==> src/rtl/exec_shift_arb_if.sv <==
// Request/result bundle for exec_shift_arb: two issue ports and one writeback port.
// The slave modport is the arbiter's view; master is the requester/consumer view.
interface exec_shift_arb_if #(
    parameter int W_OPR = 32,
    parameter int W_TAG = 4
);
    logic             req0_valid_i;
    logic             req0_ready_o;
    logic [W_OPR-1:0] req0_opr0_i;
    logic [W_OPR-1:0] req0_opr1_i;
    logic             req0_left_i;
    logic             req0_alith_i;
    logic [W_TAG-1:0] req0_tag_i;

    logic             req1_valid_i;
    logic             req1_ready_o;
    logic [W_OPR-1:0] req1_opr0_i;
    logic [W_OPR-1:0] req1_opr1_i;
    logic             req1_left_i;
    logic             req1_alith_i;
    logic [W_TAG-1:0] req1_tag_i;

    logic             res_valid_o;
    logic             res_ready_i;
    logic [W_OPR-1:0] res_data_o;
    logic [W_TAG-1:0] res_tag_o;
    logic             res_src_o;

    modport slave (
        input  req0_valid_i, req0_opr0_i, req0_opr1_i, req0_left_i, req0_alith_i, req0_tag_i,
        input  req1_valid_i, req1_opr0_i, req1_opr1_i, req1_left_i, req1_alith_i, req1_tag_i,
        input  res_ready_i,
        output req0_ready_o, req1_ready_o,
        output res_valid_o, res_data_o, res_tag_o, res_src_o
    );

    modport master (
        output req0_valid_i, req0_opr0_i, req0_opr1_i, req0_left_i, req0_alith_i, req0_tag_i,
        output req1_valid_i, req1_opr0_i, req1_opr1_i, req1_left_i, req1_alith_i, req1_tag_i,
        output res_ready_i,
        input  req0_ready_o, req1_ready_o,
        input  res_valid_o, res_data_o, res_tag_o, res_src_o
    );
endinterface

==> src/rtl/exec_shift_arb.sv <==
// Round-robin arbiter sharing one combinational shifter between two issue ports,
// with a one-entry registered result stage and valid/ready back-pressure.
module exec_shift_arb #(
    parameter int W_OPR   = 32,
    parameter int W_SHAMT = 5,
    parameter int W_TAG   = 4
) (
    input  logic             clk_i,
    input  logic             rst_n_i,
    exec_shift_arb_if.slave  bus
);

    localparam logic [W_OPR-1:0] SHAMT_MASK = W_OPR'((1 << W_SHAMT) - 1);

    logic             res_valid_q, res_valid_d;
    logic [W_OPR-1:0] res_data_q,  res_data_d;
    logic [W_TAG-1:0] res_tag_q,   res_tag_d;
    logic             res_src_q,   res_src_d;
    logic             last_grant_q, last_grant_d;

    logic             can_accept;
    logic             gnt_valid;
    logic             gnt_port;
    logic             accept;

    logic [W_OPR-1:0] sel_opr0;
    logic [W_OPR-1:0] sel_opr1;
    logic             sel_left;
    logic             sel_alith;
    logic [W_TAG-1:0] sel_tag;
    logic [W_OPR-1:0] amt;
    logic [W_OPR-1:0] shift_res;

    // Result slot is free if empty or being drained this very cycle.
    assign can_accept = !res_valid_q || bus.res_ready_i;

    // NOTE: every signal driven here gets a default first so no latch is inferred.
    always_comb begin
        gnt_valid = 1'b0;
        gnt_port  = 1'b0;
        unique case ({bus.req1_valid_i, bus.req0_valid_i})
            2'b01:   begin gnt_valid = 1'b1; gnt_port = 1'b0;          end
            2'b10:   begin gnt_valid = 1'b1; gnt_port = 1'b1;          end
            2'b11:   begin gnt_valid = 1'b1; gnt_port = !last_grant_q; end
            default: begin gnt_valid = 1'b0; gnt_port = 1'b0;          end
        endcase
    end

    assign accept           = can_accept && gnt_valid;
    assign bus.req0_ready_o = accept && !gnt_port;
    assign bus.req1_ready_o = accept &&  gnt_port;

    always_comb begin
        sel_opr0  = gnt_port ? bus.req1_opr0_i  : bus.req0_opr0_i;
        sel_opr1  = gnt_port ? bus.req1_opr1_i  : bus.req0_opr1_i;
        sel_left  = gnt_port ? bus.req1_left_i  : bus.req0_left_i;
        sel_alith = gnt_port ? bus.req1_alith_i : bus.req0_alith_i;
        sel_tag   = gnt_port ? bus.req1_tag_i   : bus.req0_tag_i;
    end

    // Only the low W_SHAMT bits of opr1 form the shift amount.
    assign amt = sel_opr1 & SHAMT_MASK;

    always_comb begin
        shift_res = '0;
        if (sel_left)
            shift_res = sel_opr0 << amt;
        else if (sel_alith)
            shift_res = W_OPR'($signed(sel_opr0) >>> amt);
        else
            shift_res = sel_opr0 >> amt;
    end

    always_comb begin
        res_valid_d  = res_valid_q;
        res_data_d   = res_data_q;
        res_tag_d    = res_tag_q;
        res_src_d    = res_src_q;
        last_grant_d = last_grant_q;
        if (accept) begin
            res_valid_d  = 1'b1;
            res_data_d   = shift_res;
            res_tag_d    = sel_tag;
            res_src_d    = gnt_port;
            last_grant_d = gnt_port;
        end else if (bus.res_ready_i) begin
            res_valid_d = 1'b0;
        end
    end

    // NOTE: state registers use non-blocking assignment so all flops update together.
    always_ff @(posedge clk_i or negedge rst_n_i) begin
        if (!rst_n_i) begin
            res_valid_q  <= 1'b0;
            res_data_q   <= '0;
            res_tag_q    <= '0;
            res_src_q    <= 1'b0;
            last_grant_q <= 1'b1;
        end else begin
            res_valid_q  <= res_valid_d;
            res_data_q   <= res_data_d;
            res_tag_q    <= res_tag_d;
            res_src_q    <= res_src_d;
            last_grant_q <= last_grant_d;
        end
    end

    assign bus.res_valid_o = res_valid_q;
    assign bus.res_data_o  = res_data_q;
    assign bus.res_tag_o   = res_tag_q;
    assign bus.res_src_o   = res_src_q;

endmodule

==> src/flat_wrapper.sv <==
// flat-port wrapper written by rule: the top's interface ports become plain ports
module exec_shift_arb_flat 
#(
    parameter int W_OPR   = 32,
    parameter int W_SHAMT = 5,
    parameter int W_TAG   = 4
)
  (clk_i, rst_n_i, bus_req0_valid_i, bus_req0_opr0_i, bus_req0_opr1_i, bus_req0_left_i, bus_req0_alith_i, bus_req0_tag_i, bus_req1_valid_i, bus_req1_opr0_i, bus_req1_opr1_i, bus_req1_left_i, bus_req1_alith_i, bus_req1_tag_i, bus_res_ready_i, bus_req0_ready_o, bus_req1_ready_o, bus_res_valid_o, bus_res_data_o, bus_res_tag_o, bus_res_src_o);
  exec_shift_arb_if #(.W_OPR(W_OPR), .W_TAG(W_TAG)) bus_i ();
  input  logic clk_i;
  input  logic rst_n_i;
  input wire logic [$bits(bus_i.req0_valid_i)-1:0] bus_req0_valid_i;
  input wire logic [$bits(bus_i.req0_opr0_i)-1:0] bus_req0_opr0_i;
  input wire logic [$bits(bus_i.req0_opr1_i)-1:0] bus_req0_opr1_i;
  input wire logic [$bits(bus_i.req0_left_i)-1:0] bus_req0_left_i;
  input wire logic [$bits(bus_i.req0_alith_i)-1:0] bus_req0_alith_i;
  input wire logic [$bits(bus_i.req0_tag_i)-1:0] bus_req0_tag_i;
  input wire logic [$bits(bus_i.req1_valid_i)-1:0] bus_req1_valid_i;
  input wire logic [$bits(bus_i.req1_opr0_i)-1:0] bus_req1_opr0_i;
  input wire logic [$bits(bus_i.req1_opr1_i)-1:0] bus_req1_opr1_i;
  input wire logic [$bits(bus_i.req1_left_i)-1:0] bus_req1_left_i;
  input wire logic [$bits(bus_i.req1_alith_i)-1:0] bus_req1_alith_i;
  input wire logic [$bits(bus_i.req1_tag_i)-1:0] bus_req1_tag_i;
  input wire logic [$bits(bus_i.res_ready_i)-1:0] bus_res_ready_i;
  output wire logic [$bits(bus_i.req0_ready_o)-1:0] bus_req0_ready_o;
  output wire logic [$bits(bus_i.req1_ready_o)-1:0] bus_req1_ready_o;
  output wire logic [$bits(bus_i.res_valid_o)-1:0] bus_res_valid_o;
  output wire logic [$bits(bus_i.res_data_o)-1:0] bus_res_data_o;
  output wire logic [$bits(bus_i.res_tag_o)-1:0] bus_res_tag_o;
  output wire logic [$bits(bus_i.res_src_o)-1:0] bus_res_src_o;
  assign bus_i.req0_valid_i = bus_req0_valid_i;
  assign bus_i.req0_opr0_i = bus_req0_opr0_i;
  assign bus_i.req0_opr1_i = bus_req0_opr1_i;
  assign bus_i.req0_left_i = bus_req0_left_i;
  assign bus_i.req0_alith_i = bus_req0_alith_i;
  assign bus_i.req0_tag_i = bus_req0_tag_i;
  assign bus_i.req1_valid_i = bus_req1_valid_i;
  assign bus_i.req1_opr0_i = bus_req1_opr0_i;
  assign bus_i.req1_opr1_i = bus_req1_opr1_i;
  assign bus_i.req1_left_i = bus_req1_left_i;
  assign bus_i.req1_alith_i = bus_req1_alith_i;
  assign bus_i.req1_tag_i = bus_req1_tag_i;
  assign bus_i.res_ready_i = bus_res_ready_i;
  assign bus_req0_ready_o = bus_i.req0_ready_o;
  assign bus_req1_ready_o = bus_i.req1_ready_o;
  assign bus_res_valid_o = bus_i.res_valid_o;
  assign bus_res_data_o = bus_i.res_data_o;
  assign bus_res_tag_o = bus_i.res_tag_o;
  assign bus_res_src_o = bus_i.res_src_o;
  exec_shift_arb #(.W_OPR(W_OPR), .W_SHAMT(W_SHAMT), .W_TAG(W_TAG)) u_core (.clk_i(clk_i), .rst_n_i(rst_n_i), .bus(bus_i));
endmodule
==> config.mk <==
export PLATFORM = sky130hd
export DESIGN_NAME = exec_shift_arb_flat
export DESIGN_NICKNAME = d
export VERILOG_FILES = /design/src/rtl/exec_shift_arb_if.sv /design/src/rtl/exec_shift_arb.sv /design/src/flat_wrapper.sv
export SDC_FILE = /design/constraint.sdc
export NUM_CORES = 1
export LEC_CHECK = 0
export ABC_CLOCK_PERIOD_IN_PS = 3800
export BUFFER_PORTS_ARGS = -buffer_cell sky130_fd_sc_hd__buf_2
export CAP_MARGIN = 30
export CORE_MARGIN = 2
export CORE_UTILIZATION = 56
export CTS_CLUSTER_SIZE = 8
export DETAILED_ROUTE_END_ITERATION = 7
export PLACE_DENSITY = 0.84
export SLEW_MARGIN = 20
export SYNTH_ARGS = -nofsm -noshare
export SYNTH_HDL_FRONTEND = slang
export SYNTH_SLANG_ARGS = --single-unit
==> constraint.sdc <==
create_clock -name clk_i -period 3.8 [get_ports clk_i]
set_clock_uncertainty 0.05 [all_clocks]
set_input_delay 0 -clock clk_i [delete_from_list [all_inputs] [get_ports clk_i]]
set_output_delay 0 -clock clk_i [all_outputs]
set_load 0.1 [all_outputs]
Word level (Yosys, flattened, before mapping)
Index checks and enable logic that the tools add are counted.
{"block": "op_classes", "muxes": 11, "reduce_logical": 9, "shifts": 3, "eq_ne": 3}
{"operator": "32-bit two-way mux", "count": 3}
{"operator": "32-bit by 5-bit left shift with 32-bit output", "count": 1}
{"operator": "32-bit by 5-bit >> shifter with 32-bit output", "count": 1}
{"operator": "32-bit by 5-bit >>> shifter with 32-bit output", "count": 1}
{"operator": "1-bit two-way mux", "count": 5}
{"operator": "5-bit two-way mux", "count": 1}
{"operator": "2-bit equality test (second input constant)", "count": 2}
{"operator": "4-bit two-way mux", "count": 1}
{"operator": "1-bit logical AND", "count": 3}
{"operator": "1-bit zero test", "count": 3}
{"operator": "3-bit OR reduction", "count": 1}
{"operator": "2-bit by 1-bit equality test with 1-bit output (second input constant)", "count": 1}
{"operator": "1-bit case mux with 2 select lines", "count": 1}
{"operator": "2-bit nonzero test", "count": 1}
{"operator": "1-bit logical OR", "count": 1}
{"block": "word_totals", "inputBits": 145, "output_inout_bits": 40, "regBits": 39}

Longest topological paths before layout
Gate-level depths: netlist of run 1.
{"block": "depth", "depth_word": 6, "depth_mapped": 12, "mapped_depth_nobuf": 7}

Worst setup path after synthesis of run 1
OpenSTA, ideal clock, no wires.
{"block": "synth_path", "path_kind": "register -> register", "start": "register u_core.last_grant_q", "end": "register u_core.res_tag_q[0] (netlist: u_core.bus.res_tag_o[0])", "setup_slack_ns": 0.637, "stages_incl_launch_ff": 10, "n_path_buf": 5, "required_ns": 3.676, "t_arrival_ns": 3.039, "path_cell_list": "dfstp_2 -> a21bo_1 -> buf_6 -> buf_6 -> buf_4 -> buf_4 -> buf_2 -> nor2_1 -> a222oi_1 -> inv_1"}
{"block": "synth_via", "elab_chain_len": 3}
{"item": "start, declared", "line": "exec_shift_arb.sv:19", "text": "logic last_grant_q, last_grant_d;"}
{"item": "start signal, assigned", "line": "exec_shift_arb.sv:104", "text": "last_grant_q <= last_grant_d;"}
{"item": "1-bit zero test", "line": "exec_shift_arb.sv:44", "text": "2'b11: begin gnt_valid = 1'b1; gnt_port = !last_grant_q; end"}
{"item": "1-bit case mux with 2 select lines", "line": "exec_shift_arb.sv:41", "text": "unique case ({bus.req1_valid_i, bus.req0_valid_i})"}
{"item": "4-bit two-way mux", "line": "exec_shift_arb.sv:58", "text": "sel_tag = gnt_port ? bus.req1_tag_i : bus.req0_tag_i;"}
{"item": "end signal, assigned", "line": "exec_shift_arb.sv:102", "text": "res_tag_q <= res_tag_d;"}
{"item": "end, declared", "line": "exec_shift_arb.sv:17", "text": "logic [W_TAG-1:0] res_tag_q, res_tag_d;"}
No other way between the ends.
A chain may end at the register's enable or synchronous reset.

Worst setup path after layout of run 1
{"block": "layout_path", "start": "register u_core.last_grant_q", "end": "register u_core.res_data_q[29] (netlist: u_core.bus.res_data_o[29])"}
{"block": "layout_via", "elab_chain_len": 6}
{"item": "1-bit zero test *", "line": "exec_shift_arb.sv:44"}
{"item": "1-bit case mux with 2 select lines *", "line": "exec_shift_arb.sv:41"}
{"item": "32-bit two-way mux or 5-bit two-way mux (tied branches)", "line": "exec_shift_arb.sv:54, exec_shift_arb.sv:55"}
{"item": "32-bit by 5-bit >> shifter with 32-bit output or 32-bit by 5-bit >>> shifter with 32-bit output (tied branches)", "line": "exec_shift_arb.sv:71, exec_shift_arb.sv:69"}
{"item": "32-bit two-way mux", "line": "exec_shift_arb.sv:68", "text": "else if (sel_alith)"}
{"item": "32-bit two-way mux *", "line": "exec_shift_arb.sv:66", "text": "if (sel_left)"}
{"item": "end signal, assigned", "line": "exec_shift_arb.sv:101", "text": "res_data_q <= res_data_d;"}
{"item": "end, declared", "line": "exec_shift_arb.sv:16", "text": "logic [W_OPR-1:0] res_data_q, res_data_d;"}
Mark *: on every way between the ends. The rest lies on a longest branch, timed or not.

==> results of run 1 <==
==> kinds of logic (layout without fill, tap and decap cells) <==
group,Yosys count,count (layout),synth area share (%)
mux,266,266,43.6
simple gates,249,249,14.8
compound gates,239,239,22.0
buf+inv,84,213,6.23
flops,39,39,13.4
==> flip-flops by register name, indices dropped and copies added (netlist names) <==
signal and flops:
u_core.bus.res_tag_o 4, u_core.last_grant_q 1, u_core.bus.res_data_o 32, u_core.bus.res_src_o 1, u_core.bus.res_valid_o 1
==> layout by cell type (no fill, tap or decap), types with 7 or more instances in the layout <==
master / count
inv_1: 8
nand2_1: 94
o21ai_0: 54
nand2b_1: 9
mux2_2: 46
a211oi_1: 21
dlygate4sd3_1: 12
nor2_1: 82
o22ai_1: 10
dfrtp_1: 38
o31ai_1: 7
nand3_1: 19
buf_2: 130
buf_4: 52
a22oi_1: 7
mux4_2: 35
mux2i_1: 177
o211ai_1: 18
nor3_1: 13
a221oi_1: 11
a21oi_1: 51
==> worst min-delay path by stage <==
stage	startpoint	end	slack, ns	depth (start not counted)
after floorplan	rst_n_i	u_core.bus.res_data_o[0]$_DFFE_PN0P_	-0.35	0
after global placement	rst_n_i	u_core.bus.res_tag_o[0]$_DFFE_PN0P_	0.09	1
after detailed placement	rst_n_i	u_core.bus.res_tag_o[0]$_DFFE_PN0P_	0.10	1
after CTS	bus_req0_opr1_i[4]	u_core.bus.res_data_o[9]$_DFFE_PN0P_	0.23	5
after global routing	rst_n_i	u_core.bus.res_data_o[28]$_DFFE_PN0P_	0.14	2
final	rst_n_i	u_core.bus.res_valid_o$_DFFE_PN0P_	0.12	2
==> layout make-up <==
cell class | count | share of cell area, %
Clock buffer | 6 | 1.63
Clock inverter | 2 | 0.410
Inverter | 8 | 0.351
Multi-Input combinational cell | 754 | 69.4
Sequential cell | 39 | 11.4
Tap cell | 172 | 2.52
Timing Repair Buffer | 197 | 14.3
==> routing by layer <==
metal	up-vias	share of wire [%]	GRT usage, %
met1	3915	39	54.8
met4	0	5.1	17.5
li1	3641	-	-
met2	626	45	62.1
met3	107	11	5.74
met5	-	0	0
==> stage by stage <==
stage | instance area, sq um | cells | util (%) | setup slack, ns
2_1_floorplan | 7310 | 877 | - | 0.637
3_3_place_gp | 8230 | 1157 | 64.9 | 0.665
3_5_place_dp | 8230 | 1157 | 64.9 | 0.581
4_1_cts | 8520 | 1177 | 67.3 | 0.574
5_1_grt | 8540 | 1178 | 67.4 | 0.306
6_report | 8540 | 1178 | 67.4 | 0.524
==> power groups by stage <==
stage	logic [mW]	clock network (mW)	registers (mW)
5_1_grt	2.32	0.513	0.572
6_report	2.23	0.490	0.560
4_1_cts	2.17	0.491	0.561
2_1_floorplan	0.940	0	1.21
3_3_place_gp	2.13	0	0.563
3_5_place_dp	2.15	0	0.569
==> reports/summary.log, run 1 <==
qor: run_status.status finished, violations left
qor: run_status.failed_checks DRC
qor: flow_run.drv_cap 0
qor: floorplanning.fp.coreArea 12700 sq um
qor: route.via_count 8289
qor: synth.synth_flop_cell dfrtp_1
qor: clocking.clk_root_buffer_cell clkbuf_16
qor: synth.syn_area 7310 sq um
qor: power_and_ir_drop.power.internal 1.47 mW
qor: synth.synth.yosys.seq_area_share 13.4%
qor: worst_setup_path.r2r_cells 9
qor: worst_setup_path.path_cells a21bo_4 -> buf_4 -> mux2i_1 -> buf_4 -> nor2_1 -> a311oi_1 -> a211oi_1 -> a211oi_1 -> a21oi_1
qor: synth.ys.warnings.count 0
qor: floorplanning.row_count 41
qor: sta.final_hold_viol_count 0
qor: floorplanning.ios 185
qor: cells_and_area.seq_area 977 sq um
qor: worst_setup_path.critical_path.max_stage_delay 0.64 ns
qor: worst_setup_path.crit_start u_core.last_grant_q$_DFFE_PN1P_
qor: sta.grt_setup_unrepaired false
qor: synth.yosys.cell_count.top_type mux2i_1
qor: hold_path.timing.hold.worst.class in -> async
qor: route.drtPass1Iterations 8
qor: sta.min_period_over_period 86.2%
qor: route.drt_drc_violations_left 4
qor: power_and_ir_drop.static-leakage-power 3.87 nW
qor: grt.grt_pass1_wl 44600 microns
qor: power_and_ir_drop.net_switching_component_of_the_power 1.81 mW
qor: clocking.cts_setup_buffers 0
qor: worst_setup_path.worstReg2RegStart u_core.last_grant_q$_DFFE_PN1P_
qor: route.drt-total-wl 28300 microns
qor: clocking.cts_resized 0
qor: synth.synthDominantCellAreaShare 24.5%
qor: sta.slew_worst_pin 0.771 ns
qor: clocking.tritoncts.num_buffers 5
qor: floorplanning.die_h 118 microns
qor: route.postRouteAntennaNets 0
qor: grt.number_of_global_route_vias_before_repair 7891
qor: sta.maxClockFrequency 305 MHz
qor: synth.syn_area_per_cell 8.33 sq um
qor: worst_setup_path.highest_net_fanout_along_the_worst_path 21
qor: sta.slew_viol_final 0
qor: worst_setup_path.cp_num_cells 9
qor: synth.yosysTopAreaCell mux2i_1
qor: cells_and_area.final_layout_size_suffix_gt1_share 28.9%
qor: worst_setup_path.dominant_delay_contributor_by_cell_family_on_the_critical_path compound AO/OA/AOI/OAI gates
qor: cells_and_area.finish.net_count 1150
qor: worst_setup_path.startpoint_type flip-flop
qor: clocking.htree_num_levels 2
qor: route.dr.first_iter.drc_count 1199
qor: sta.worst_hold_margin 0.116 ns
qor: synth.synth_edf_count 0
qor: grt.total_routing_usage_reported_by_global_routing 39.9%
qor: power_and_ir_drop.power.total 3.28 mW
qor: cells_and_area.fillerInstances 1106
qor: sta.maxSlewHeadroom 48.1%
qor: clocking.number_of_clock_sinks_seen_by_cts 39
qor: power_and_ir_drop.clock_power_share 14.9%
qor: worst_setup_path.path_class reg -> reg
qor: worst_setup_path.worstSetupEndpoint u_core.bus.res_data_o[29]$_DFFE_PN0P_
qor: worst_setup_path.setup.reg_to_reg.worst_slack 0.52 ns
qor: clocking.clkTransAtPathRegs 0.06 ns
qor: synth.netlist_instances 877
qor: power_and_ir_drop.sequential_share_of_power 17.1%
qor: worst_setup_path.end_kind flip-flop
qor: worst_setup_path.crit-reg2reg-capture u_core.bus.res_data_o[29]$_DFFE_PN0P_
qor: power_and_ir_drop.power.ir.vdd_worst 0.289 mV
qor: synth.yosys_register_bits 39
qor: clocking.clock_tree.buffer_depth 2
qor: route.routedWlPerCell 24.0 microns
qor: worst_setup_path.critPathRequiredTime 3.90 ns
qor: power_and_ir_drop.pwr_density_cell 384 nW/um^2
qor: placement.detailed_place_hpwl 21900 microns
qor: grt.number_of_antenna_violations_at_the_first_check_in_global_routing 0
qor: cells_and_area.antenna-diode-count 0
qor: grt.gr-total-overflow 0
qor: grt.grt_start_max_net_pins 40
qor: placement.gp_congestion 1.10
qor: cells_and_area.syn_to_layout_area_delta 16.9%
qor: worst_setup_path.crit_path_top_delay_cell a311oi_1
qor: synth.synthTopCellsByCount mux2i_1 (179), nand2_1 (94), nor2_1 (83), o21ai_0 (54), a21oi_1 (51)
qor: floorplanning.chipWidth 118 microns
qor: worst_setup_path.timing.critical_path.arrival 3.38 ns
qor: sta.final.setup.tns 0 ns
qor: power_and_ir_drop.sw_frac_of_total 55.1%
qor: floorplanning.starting_density_of_the_core 57.7%
qor: placement.port-buffer-count 130
qor: floorplanning.die-area 14000 sq um
qor: route.via_per_inst 7.04
qor: sta.timing.final.setup_violations 0
qor: synth.synthDistinctLibCells 68
qor: synth.async_reset_ff_share 100%
qor: worst_setup_path.critical_path_buf_inv_count 2
qor: synth.top_cells_by_area_in_the_synthesized_netlist mux2i_1 (25%), dfrtp_1 (13%), mux4_2 (11%)
qor: cells_and_area.area_occupied_by_multi_input_gates 5930 sq um
qor: sta.post-route-min-period 3.28 ns
qor: clocking.cts_hold_buf 12
qor: synth.syn_nets 1022
qor: clocking.clock_tree_from_tritoncts done
qor: power_and_ir_drop.power_frac_comb 68.0%
qor: clocking.clkLatencyLatePin 0.28 ns
Note: power is estimated with default switching activity, not from simulation.
==> run 2: changes to the inputs <==
--- a/config.mk
+++ b/config.mk
@@ -13,6 +13,7 @@
 export CTS_CLUSTER_SIZE = 8
 export DETAILED_ROUTE_END_ITERATION = 7
 export PLACE_DENSITY = 0.84
+export RECOVER_POWER = 50
 export SLEW_MARGIN = 20
 export SYNTH_ARGS = -nofsm -noshare
 export SYNTH_HDL_FRONTEND = slang
==> reports/summary.log, run 2 (synthesis gave the netlist of run 1 again) <==
qor: route.drtPass1Iterations 6 [was 8]
qor: floorplanning.die-area 14000 sq um [unchanged]
qor: cells_and_area.final_util 67.1% [was 67.4%]
qor: clocking.cts_resized 0 [unchanged]
qor: route.drt_drc_violations_left 0 [was 4]
qor: sta.slew_worst_pin 1.42 ns [was 0.771 ns]
qor: worst_setup_path.path_cells a21bo_4 -> buf_4 -> mux2i_4 -> buf_12 -> nand2_1 -> o21ai_0 -> mux2i_1 -> a221oi_1 -> a31oi_1 [was a21bo_4 -> buf_4 -> mux2i_1 -> buf_4 -> nor2_1 -> a311oi_1 -> a211oi_1 -> a211oi_1 -> a21oi_1]
qor: worst_setup_path.critical_path.max_stage_delay 0.66 ns [was 0.64 ns]
qor: power_and_ir_drop.pwr_density_cell 384 nW/um^2 [about the same]
qor: hold_path.worst_hold_start bus_req0_opr1_i[4]
qor: cells_and_area.finish.net_count 1150 [unchanged]
qor: floorplanning.ios 185 [unchanged]
qor: power_and_ir_drop.static-leakage-power 3.79 nW [was 3.87 nW]
qor: placement.dp_slack 0.581 ns [unchanged]
qor: placement.dpl.cell_count 1157 [unchanged]
qor: clocking.cts_setup_buffers 0 [unchanged]
qor: worst_setup_path.startpoint_type flip-flop [unchanged]
qor: sta.timing.final.setup_violations 0 [unchanged]
qor: sta.final_hold_viol_count 0 [unchanged]
qor: cells_and_area.area_occupied_by_multi_input_gates 5930 sq um [unchanged]
qor: placement.detailed_place_hpwl 21900 microns [unchanged]
qor: route.dr.first_iter.drc_count 1253 [was 1199]
qor: sta.worst_hold_margin 0.243 ns [was 0.116 ns]
qor: cells_and_area.fin_cells 1178 [unchanged]
qor: clocking.clkLatencyLatePin 0.28 ns [about the same]
qor: placement.port-buffer-count 130 [unchanged]
qor: placement.postPlaceCellArea 8230 sq um [unchanged]
qor: clocking.clock_tree_from_tritoncts done [unchanged]
qor: worst_setup_path.path_class reg -> reg [unchanged]
qor: flow_run.drv_cap 0 [unchanged]
qor: clocking.clkTransAtPathRegs 0.06 ns [about the same]
qor: cells_and_area.final_layout_size_suffix_gt1_share 26.7% [was 28.9%]
qor: grt.total_routing_usage_reported_by_global_routing 39.9% [unchanged]
qor: cells_and_area.layout_commonest_cell mux2i_1 [unchanged]
qor: cells_and_area.syn_to_layout_area_delta 16.3% [was 16.9%]
qor: route.via_per_inst 7.02 [was 7.04]
qor: cells_and_area.fillerInstances 1122 [was 1106]
qor: clocking.tritoncts.num_buffers 5 [unchanged]
qor: clocking.clock_tree.buffer_depth 2 [unchanged]
qor: sta.final.setup.worst_slack 0.516 ns [was 0.524 ns]
qor: sta.slew_viol_final 0 [unchanged]
qor: sta.grt_setup_unrepaired false [unchanged]
qor: cells_and_area.largest_register_ff_count 32 [unchanged]
qor: floorplanning.die_h 118 microns [unchanged]
qor: grt.grt_pass1_wl 44600 microns [unchanged]
qor: route.routedWlPerCell 23.9 microns [was 24.0 microns]
qor: worst_setup_path.critPathRequiredTime 3.90 ns [about the same]
qor: cells_and_area.antenna-diode-count 0 [unchanged]
qor: clocking.clk_root_buffer_cell clkbuf_16 [unchanged]
qor: hold_path.timing.hold.worst.class in -> reg [was in -> async]
qor: grt.gr-total-overflow 0 [unchanged]
qor: sta.post-route-min-period 3.28 ns [about the same]
qor: worst_setup_path.highest_net_fanout_along_the_worst_path 25 [was 21]
qor: worst_setup_path.critical_path_buf_inv_count 2 [unchanged]
qor: sta.final.setup.tns 0 ns [unchanged]
qor: route.drt-total-wl 28200 microns [was 28300 microns]
qor: sta.maxSlewHeadroom 5.08% [was 48.1%]
qor: placement.gp_congestion 1.10 [unchanged]
qor: worst_setup_path.timing.critical_path.arrival 3.38 ns [about the same]
qor: cells_and_area.seq_area 977 sq um [unchanged]
qor: floorplanning.starting_density_of_the_core 57.7% [unchanged]
qor: sta.min_period_over_period 86.4% [was 86.2%]
qor: cells_and_area.stdcell_area 8500 sq um [was 8540 sq um]
qor: clocking.number_of_clock_sinks_seen_by_cts 39 [unchanged]
qor: worst_setup_path.worstReg2RegStart u_core.last_grant_q$_DFFE_PN1P_ [unchanged]
qor: worst_setup_path.end_kind flip-flop [unchanged]
qor: power_and_ir_drop.power.ir.vdd_worst 0.288 mV [was 0.289 mV]
qor: clocking.cts_hold_buf 12 [unchanged]
qor: cells_and_area.layout_common_cells mux2i_1 (177), buf_2 (109), nand2_1 (94) [was mux2i_1 (177), buf_2 (130), nand2_1 (94)]
qor: run_status.status completed [was finished, violations left]
qor: grt.number_of_global_route_vias_before_repair 7891 [unchanged]
qor: grt.number_of_antenna_violations_at_the_first_check_in_global_routing 0 [unchanged]
qor: floorplanning.fp.coreArea 12700 sq um [unchanged]
qor: route.postRouteAntennaNets 0 [unchanged]
qor: clocking.htree_num_levels 2 [unchanged]
qor: power_and_ir_drop.power.total 3.26 mW [was 3.28 mW]
qor: worst_setup_path.dominant_delay_contributor_by_cell_family_on_the_critical_path compound AO/OA/AOI/OAI gates [unchanged]
qor: worst_setup_path.crit_path_top_delay_cell mux2i_4 [was a311oi_1]
qor: floorplanning.chipWidth 118 microns [unchanged]
qor: grt.grt_start_max_net_pins 40 [unchanged]
qor: worst_setup_path.crit_start u_core.last_grant_q$_DFFE_PN1P_ [unchanged]
qor: floorplanning.row_count 41 [unchanged]
qor: sta.maxClockFrequency 304 MHz [was 305 MHz]
qor: route.via_count 8266 [was 8289]
## run 2: per-layer routing
| layer | part of all wire, % | global-route usage, % | wire [microns] |
|---|---|---|---|
| met4 | 5.2 | 17.5 | 1470 |
| met3 | 9.9 | 5.74 | 2790 |
| met2 | 45 | 62.1 | 12700 |
| met1 | 40 | 54.8 | 11300 |
| met5 | 0 | 0 | 0 |
## run 2: path summary, 6_finish.rpt
| check | end | slack (ns) | cells past startpoint |
|---|---|---|---|
| min in group asynchronous | u_core.bus.res_valid_o$_DFFE_PN0P_ | 0.25 | 2 |
| hold / removal | u_core.bus.res_data_o[9]$_DFFE_PN0P_ | 0.24 | 5 |
| setup reg to reg | u_core.bus.res_data_o[31]$_DFFE_PN0P_ | 0.52 | 9 |
| max in group asynchronous | u_core.bus.res_data_o[1]$_DFFE_PN0P_ | 1.71 | 3 |
| setup / recovery | u_core.bus.res_data_o[31]$_DFFE_PN0P_ | 0.52 | 9 |
| hold reg to reg | u_core.bus.res_src_o$_DFFE_PN0P_ | 0.43 | 1 |
## run 2: final cells by class
class	instances	area share, %
Multi-Input combinational cell	754	69.7
Timing Repair Buffer	197	13.9
Sequential cell	39	11.5
Tap cell	172	2.53
Clock buffer	6	1.63
Clock inverter	2	0.412
Inverter	8	0.353
## run 2: where the power goes
group	internal, mW	leakage, nW	switching [mW]	total, mW
Clock	0.326	0.0868	0.166	0.493
Combinational	0.625	3.24	1.59	2.21
Sequential	0.506	0.470	0.0554	0.562
Total	1.46	3.79	1.81	3.26
## run 2: worst min-delay path, cell delays in order
cell,delay [ns]
buf_2,0.12
o31ai_1,0.08
buf_4,0.18
nand2_1,0.08
a31oi_1,0.08
